==> config.mk <==
export PLATFORM = sky130hd
export DESIGN_NAME = flop_share_arbiter
export DESIGN_NICKNAME = d
export VERILOG_FILES = /design/src/rtl/flop_share_arbiter.sv
export SDC_FILE = /design/constraint.sdc
export NUM_CORES = 1
export LEC_CHECK = 0
export BUFFER_PORTS_ARGS = -buffer_cell sky130_fd_sc_hd__buf_2
export CORE_MARGIN = 1.5
export CORE_UTILIZATION = 25
export CTS_CLUSTER_DIAMETER = 50
export DETAILED_ROUTE_END_ITERATION = 10
export SYNTH_ARGS = -nofsm -noshare
export SYNTH_HDL_FRONTEND = slang
export SYNTH_SLANG_ARGS = --single-unit
==> constraint.sdc <==
create_clock -name clk -period 2.87 [get_ports clk]
set_clock_uncertainty 0.1 [all_clocks]
set_input_delay 0.574 -clock clk [delete_from_list [all_inputs] [get_ports clk]]
set_output_delay 0.574 -clock clk [all_outputs]
set_load 0.05 [all_outputs]
==> src/rtl/flop_share_arbiter.sv <==
// Round-robin arbiter sequencing NREQ requesters' writes into one shared WIDTH-bit register,
// with an optional bounded lock that lets one requester keep ownership for consecutive writes.
module flop_share_arbiter #(
    parameter int unsigned WIDTH   = 8,
    parameter int unsigned NREQ    = 4,
    parameter int unsigned MAXLOCK = 4,
    localparam int unsigned PW     = (NREQ > 1) ? $clog2(NREQ) : 1
) (
    input  logic                  clk,
    input  logic                  reset,
    input  logic [NREQ-1:0]       req,
    input  logic [NREQ-1:0]       lock,
    input  logic [NREQ*WIDTH-1:0] wdata,
    output logic [NREQ-1:0]       gnt,
    output logic [WIDTH-1:0]      q,
    output logic                  qvalid,
    output logic [PW-1:0]         owner
);

    localparam int unsigned CW = $clog2(MAXLOCK + 1);

    typedef enum logic {
        ARB,
        LOCKED
    } state_t;

    state_t          state, state_nxt;
    logic [PW-1:0]   ptr, ptr_nxt;
    logic [CW-1:0]   lockcnt, lockcnt_nxt;
    logic            we;
    logic [PW-1:0]   widx;
    logic            found;
    logic [PW-1:0]   win;
    logic [PW:0]     sidx;
    logic [WIDTH-1:0] wd [NREQ];

    function automatic logic [PW-1:0] inc_wrap(input logic [PW-1:0] x);
        return (x == PW'(NREQ - 1)) ? '0 : PW'(x + 1'b1);
    endfunction

    // Unpack the write data bus into per-requester words.
    always_comb begin
        for (int i = 0; i < NREQ; i++) begin
            wd[i] = wdata[i*WIDTH +: WIDTH];
        end
    end

    // First requesting index at or after ptr, with wrap-around.
    always_comb begin
        found = 1'b0;
        win   = '0;
        sidx  = '0;
        for (int k = 0; k < NREQ; k++) begin
            sidx = {1'b0, ptr} + (PW+1)'(k);
            if (sidx >= (PW+1)'(NREQ)) begin
                sidx = sidx - (PW+1)'(NREQ);
            end
            if (!found && req[sidx[PW-1:0]]) begin
                found = 1'b1;
                win   = sidx[PW-1:0];
            end
        end
    end

    // Next-state, grant and write-enable decode.
    always_comb begin
        state_nxt   = state;
        ptr_nxt     = ptr;
        lockcnt_nxt = lockcnt;
        gnt         = '0;
        we          = 1'b0;
        widx        = win;
        if (!reset) begin
            case (state)
                ARB: begin
                    if (found) begin
                        gnt[win] = 1'b1;
                        we       = 1'b1;
                        if (lock[win] && (MAXLOCK > 1)) begin
                            state_nxt   = LOCKED;
                            lockcnt_nxt = CW'(1);
                        end else begin
                            ptr_nxt = inc_wrap(win);
                        end
                    end
                end
                LOCKED: begin
                    // owner always holds the lock holder while LOCKED
                    widx = owner;
                    if (req[owner] && lock[owner]
                        && (CW'(lockcnt + 1'b1) != CW'(MAXLOCK))) begin
                        gnt[owner]  = 1'b1;
                        we          = 1'b1;
                        lockcnt_nxt = CW'(lockcnt + 1'b1);
                    end else begin
                        gnt[owner]  = req[owner];
                        we          = req[owner];
                        state_nxt   = ARB;
                        ptr_nxt     = inc_wrap(owner);
                        lockcnt_nxt = '0;
                    end
                end
                default: begin
                    state_nxt   = ARB;
                    lockcnt_nxt = '0;
                end
            endcase
        end
    end

    // Arbiter state and shared register.
    always_ff @(posedge clk) begin
        if (reset) begin
            state   <= ARB;
            ptr     <= '0;
            lockcnt <= '0;
            q       <= '0;
            qvalid  <= 1'b0;
            owner   <= '0;
        end else begin
            state   <= state_nxt;
            ptr     <= ptr_nxt;
            lockcnt <= lockcnt_nxt;
            if (we) begin
                q      <= wd[widx];
                qvalid <= 1'b1;
                owner  <= widx;
            end
        end
    end

endmodule

==> results of run 1 <==
## cell type report
type | count | area, µm²
Clock buffer | 4 | 45.04
Fill cell | 551 | 3383
Multi-Input combinational cell | 120 | 932.1
Sequential cell | 17 | 340.3
Tap cell | 70 | 87.58
Timing Repair Buffer | 60 | 310.3
Inverter | 11 | 41.29
## registers in the layout (all words and copies together), names as in the netlist
signal   count
owner        2
state        1
ptr          2
q            8
lockcnt      3
qvalid       1
## where the power goes
group          internal [mW]  total, mW  switching (mW)
Sequential             0.320      0.382          0.0624
Combinational          0.361       1.01           0.651
Clock                 0.0985      0.182          0.0833
Total                  0.779       1.58           0.797
## stage by stage
| step | setup WS [ps] | cell area [µm²] |
|---|---|---|
| 3_5_place_dp | 118.3 | 1712 |
| 6_report | 122.1 | 1757 |
| 2_1_floorplan | -39.97 | 1338 |
| 5_1_grt | 9.892 | 1757 |
| 4_1_cts | 116.8 | 1757 |
| 3_3_place_gp | 193.4 | 1712 |
## final timing paths
check                         to  cells after the start
min reg2reg  qvalid$_SDFFE_PP0P_                      2
max                       gnt[0]                      9
max reg2reg  ptr[1]$_SDFFE_PP0P_                      7
min          qvalid$_SDFFE_PP0P_                      2
## synthesized netlist by cell type, types with 3 or more instances
library cell	n	area (µm²)
nand3_1	5	25.02
mux2i_1	23	230.2
nand2_1	14	52.55
clkbuf_1	3	11.26
a21oi_1	6	30.03
o221ai_1	9	78.83
ha_1	10	125.1
o21ai_0	3	15.01
inv_1	10	37.54
nor2_1	13	48.80
nor2b_1	4	25.02
dfxtp_1	17	340.3
## cell usage in the layout, fill, tap and decap left out, drive strengths merged, types with 3 or more instances in the layout
| cell type | n |
|---|---|
| o221ai | 9 |
| ha | 10 |
| nor2 | 13 |
| nand2 | 14 |
| o21ai | 4 |
| inv | 11 |
| mux2i | 23 |
| a211oi | 3 |
| nand3 | 5 |
| clkbuf | 4 |
| a21oi | 7 |
| dfxtp | 17 |
| nor2b | 4 |
| buf | 60 |
## cells by family after synthesis
group           count (synthesis)  synth area share, %
simple gates                   48                18.05
compound gates                 36                21.05
mux                            25                20.58
buf+inv                        17                4.864
flops                          17                25.44
fa+ha+maj                      10                9.355
xor+xnor                        1               0.6549
## layer usage
layer  track usage (%)  vias to the layer above  part of all wire, %
met4             3.333                        0                  1.8
met3             2.754                        9                  4.2
met1             15.36                      572                   47
li1                  -                      682                    -
met5                 0                        -                    0
met2             21.53                       39                   47
## tightest hold or removal path, delay by kind of cell (launching register included)
family                 cells  cell delay (ps)
AOI/OAI and AO/OA          1               50
buffers and inverters      1               40
DFF                        1              310
==> impl_metrics.tcl, run 1 <==
set metrics [dict create \
    syn_area_mm2 0.001338 \
    cts_sinks 17 \
    start_util_pct 26.02 \
    clk_latency_ps 250 \
    ctsRootBufferMaster "clkbuf_8" \
    cts-resized-gates 0 \
    rows 26 \
    clk_pin_slew_ps 70 \
    seq_area_frac_synth_pct 25.44 \
    fin_crit_ps 2748 \
    avgRoutedWirePerCell_um 12.31 \
    power_mw 1.576 \
    dr_total_vias 1302 \
    hold_viol 0 \
    required_ps 2200 \
    ys.flop_type "dfxtp_1" \
    vias_per_cell 4.617 \
    fin_crit_sh_pct 95.75 \
    rrSetupSlack_ps 700 \
    cp_max_fo 6 \
    groute.usage.overall_pct 12.37 \
    startpoint "req[2]" \
    io_pins 57 \
    cap_violations 0 \
    yosys_warnings 0 \
    antenna_left 0 \
    worst_pin_slew_ps 1037 \
    maxSlewViolCount 0 \
    grt_max_degree 17 \
    clockBufferDepth 2 \
    cp-end-kind "primary output" \
    syn_avg_cell_area_um2 8.685 \
    dieHeight_um 76.15 \
    async_reset_ff_share_pct 0 \
    irDropWorstVdd_mv 0.5392 \
    holdBufCountCts 0 \
    dp_cells 278 \
    drtIter0Drc 61 \
    antenna_found_initial 0 \
    leakagePower_nw 0.8390 \
    cts_tree "built" \
    cts_buffers 3 \
    hold_class "reg2reg" \
    cts_max_level 1 \
    hp-start "qvalid$_SDFFE_PP0P_" \
    cp_slowest_stage_delay_ps 310 \
    dieWidth_um 76.15 \
    p_per_area_mw_per_mm2 896.9 \
    arrival_ps 2070 \
    syn2layout_area_growth_pct 31.34 \
    critPathKind "in2out" \
    post_cts_buffers 0 \
    cpMostUsedCell "buf_2" \
    dr.pass1.iters 4 \
    critPathBufInv 3 \
    grt_pass1_vias 1280 \
    crit_family "simple AND/OR/NAND/NOR gates" \
    yosys.cell_types.count 39 \
    setup_violations 0 \
    gp_routability_congestion 0.8440 \
    slowest_stage "nor3_4" \
    status "finished clean" \
    worstSetupStartpointType "input pin" \
    drc 0 \
    gr-total-overflow 0 \
    max_freq_mhz 363.9 \
    diodes 0 \
    slew_headroom_pct 30.84 \
    synth_edf_count 0 \
    instances_no_fill 282 \
    r2r_start "ptr[0]$_SDFFE_PP0P_" \
    drive_gt1_share_pct 35.38 \
    drt-total-wl_um 3472 \
    final_util_pct 34.18 \
    grt_pass1_wl_um 5837 \
    nNetsFinal 265 \
    synth_nets 206 \
    crit_path_cell_trace "buf_2, nor2b_1, o21a_1, nor3_4, inv_2, ha_1, mux2i_1, nor2_1, buf_2" \
    core_area_mm2 0.005140 \
    holdWs_ps 345.0 \
    die_area_mm2 0.005798 \
    hpwl_um 2728 \
    postSynthCellCount 154 \
    rsz0062_at_grt "false" \
    ys_seq_elements 17 \
    io_buffers 56 \
    fin_setup_tns_ps 0 \
]
Power figures use the tool's default switching activity.
==> run 2: changes to the inputs <==
CTS_BUF_LIST = sky130_fd_sc_hd__clkbuf_2   (was not set)
clock period = 2.36 ns   (was 2.87 ns; I/O delays follow)
==> run 2 against run 1 <==
  * The flow now finishes with violations (negative setup slack)
  * Power up 35%
  * Worst hold slack better by 1.2 ps
  * Sequential cell count unchanged
  * Clock power down 26%
  * Register-to-register slack worse by 670 ps
  * Combinational power up 50%
  * Non-clock buffer count up 22
  * Clock-buffer cell count down 1
  * Setup slack worse by 170 ps
  * First-iteration DRC count down 21%
==> impl_metrics.tcl, run 2 (same netlist as run 1, synthesis figures left out) <==
set metrics [dict create \
    final_common_cell "buf_2" \
    cp-end-kind "primary output" \
    start_util_pct 26.02 \
    max_freq_mhz 415.4 \
    clk_latency_ps 310 \
    cp_max_fo 5 \
    switching_power_mw 1.031 \
    power_mw 2.123 \
    use_met3_pct 2.036 \
    cap_violations 0 \
    crit_path_cell_trace "nor2b_4, o21a_1, nor3_4, inv_2, ha_2, mux2i_1, nor2_2, buf_6" \
    grt_pass1_wl_um 6030 \
    diodes 0 \
    irDropWorstVdd_mv 0.4719 \
    dieHeight_um 76.15 \
    io_pins 57 \
    fin_crit_ps 2407 \
    final_util_pct 38.92 \
    grt_pass1_vias 1393 \
    core_area_mm2 0.005140 \
    cp_slowest_stage_delay_ps 410 \
    p_per_area_mw_per_mm2 1061 \
    layout_common_cells "52 x buf_2, 25 x buf_4, 23 x mux2i_1" \
    largest_reg_flops 8 \
    avgRoutedWirePerCell_um 12.04 \
    hpwl_um 2881 \
    drtIter0Drc 48 \
    gr-total-overflow 0 \
    cts_sinks 17 \
    cts_buffers 3 \
    setup_violations 3 \
    critPathKind "reg2out" \
    min_delay_path_depth 2 \
    worstHoldEndpoint "ptr[0]$_SDFFE_PP0P_" \
    internal_power_mw 1.091 \
    status "finished, violations left" \
    use_met1_pct 14.66 \
    drc 0 \
    maxSlewViolCount 0 \
    dieWidth_um 76.15 \
    hold_viol 0 \
    gr-usage-met2_pct 22.97 \
    swShare_pct 48.58 \
    groute.usage.overall_pct 12.56 \
    slew_headroom_pct 72.79 \
    seq_area_um2 350.3 \
    syn2layout_area_growth_pct 49.58 \
    dr.pass1.iters 4 \
    cts_max_level 1 \
    r2r_cells 10 \
    arrival_ps 1840 \
    setup_ws_ps -47.38 \
    rrSetupSlack_ps 30 \
    drt-total-wl_um 3661 \
    hp-start "reset" \
    worstSetupStartpointType "flop" \
    clockBufferDepth 2 \
    multiInputGateArea_um2 988.4 \
    antenna_found_initial 0 \
    r2r_start "ptr[0]$_SDFFE_PP0P_" \
    required_ps 1790 \
    rsz0062_at_grt "true" \
    hold_class "in2reg" \
    fin_crit_sh_pct 102.0 \
    violations "negative setup slack" \
    r2r-end "ptr[1]$_SDFFE_PP0P_" \
    rows 26 \
    vias_per_cell 4.753 \
    drive_gt1_share_pct 49.15 \
    critPathBufInv 2 \
    busiest_layer "met2" \
    clk_pin_slew_ps 170 \
    die_area_mm2 0.005798 \
    gp_routability_congestion 0.8844 \
    io_buffers 56 \
    top_register "q" \
    p_comb_share_pct 71.0 \
    crit_family "flip-flops" \
    fillers 540 \
    cts_tree "built" \
    slowest_stage "dfxtp_4" \
    nNetsFinal 287 \
    grt_max_degree 17 \
    crit_cells 8 \
    worst_pin_slew_ps 408.1 \
    dr_total_vias 1445 \
    holdBufCountCts 0 \
    ctsRootBufferMaster "clkbuf_2" \
    antenna_left 0 \
    reg.largest.list "q (8), lockcnt (3)" \
    sequentialPowerShare_pct 22.7 \
    clkPwrFrac_pct 6.4 \
    leakagePower_nw 0.9610 \
]
run 2: cell types whose count changed in the layout (fill, tap and decap cells not counted), moves of 3 or more:
cell and delta:
buf_4 +21, nor2_1 -5, nor2_2 +5, buf_2 -4
buf_6 +4, dfxtp_1 -4, clkbuf_2 +3, clkbuf_8 -3
run 2: worst max-delay path by stage:
stage	startpoint	to	slack (ps)
after global placement	req[2]	ptr[1]$_SDFFE_PP0P_	-80
final	ptr[0]$_SDFFE_PP0P_	gnt[0]	-50
after floorplan	req[1]	gnt[0]	3
after CTS	ptr[0]$_SDFFE_PP0P_	gnt[0]	-30
after global routing	ptr[0]$_SDFFE_PP0P_	gnt[0]	-200
after detailed placement	req[2]	gnt[0]	-130
run 2: layout make-up:
type	instances	area share (%)
Clock inverter	1	0.2502
Multi-Input combinational cell	120	49.41
Tap cell	70	4.378
Clock buffer	3	0.7505
Sequential cell	17	17.51
Inverter	11	2.064
Timing Repair Buffer	82	25.64
run 2: layer usage:
| layer | part of all wire [%] | vias to the layer above |
|---|---|---|
| met4 | 2.1 | 0 |
| met1 | 44 | 681 |
| met5 | 0 | - |
| met2 | 51 | 29 |
| li1 | - | 727 |
| met3 | 3.4 | 8 |
run 2: worst reg2reg max path, cell delays in order, from the launching register on:
cell and delay, ps:
dfxtp_4 410, nor2b_4 50, o21a_1 220, nor3_4 230, inv_2 90, buf_4 140, buf_4 120, buf_4 140
or3_4 380, a211o_1 250, and3_1 140
run 2: power by group through the flow:
stage / combinational, mW / clock (mW) / sequential [mW]
after global placement: 1.32 / 0 / 0.477
after CTS: 1.49 / 0.141 / 0.483
after global routing: 1.61 / 0.157 / 0.500
after floorplan: 0.698 / 0 / 0.713
after detailed placement: 1.33 / 0 / 0.475
final: 1.51 / 0.135 / 0.481
run 2: timing repair:
action / CTS / global route
pin swaps: 5 / 2
cloned: 0 / 0
setup buffers: 11 / 1
gates resized for setup: 23 / 1
setup endpoints to repair: 4 / 14
run 2: stage by stage:
step	hold slack [ps]	TNS [ps]	setup WS (ps)	cells	cell area, µm²
3_5_place_dp	346.0	-548.7	-127.4	288	1812
2_1_floorplan	374.6	0	3.442	154	1350
5_1_grt	324.7	-843.4	-199.5	304	2001
6_report	346.2	-114.6	-47.38	304	2001
4_1_cts	346.4	-61.65	-27.53	303	1992
3_3_place_gp	334.4	-340.5	-77.96	288	1812
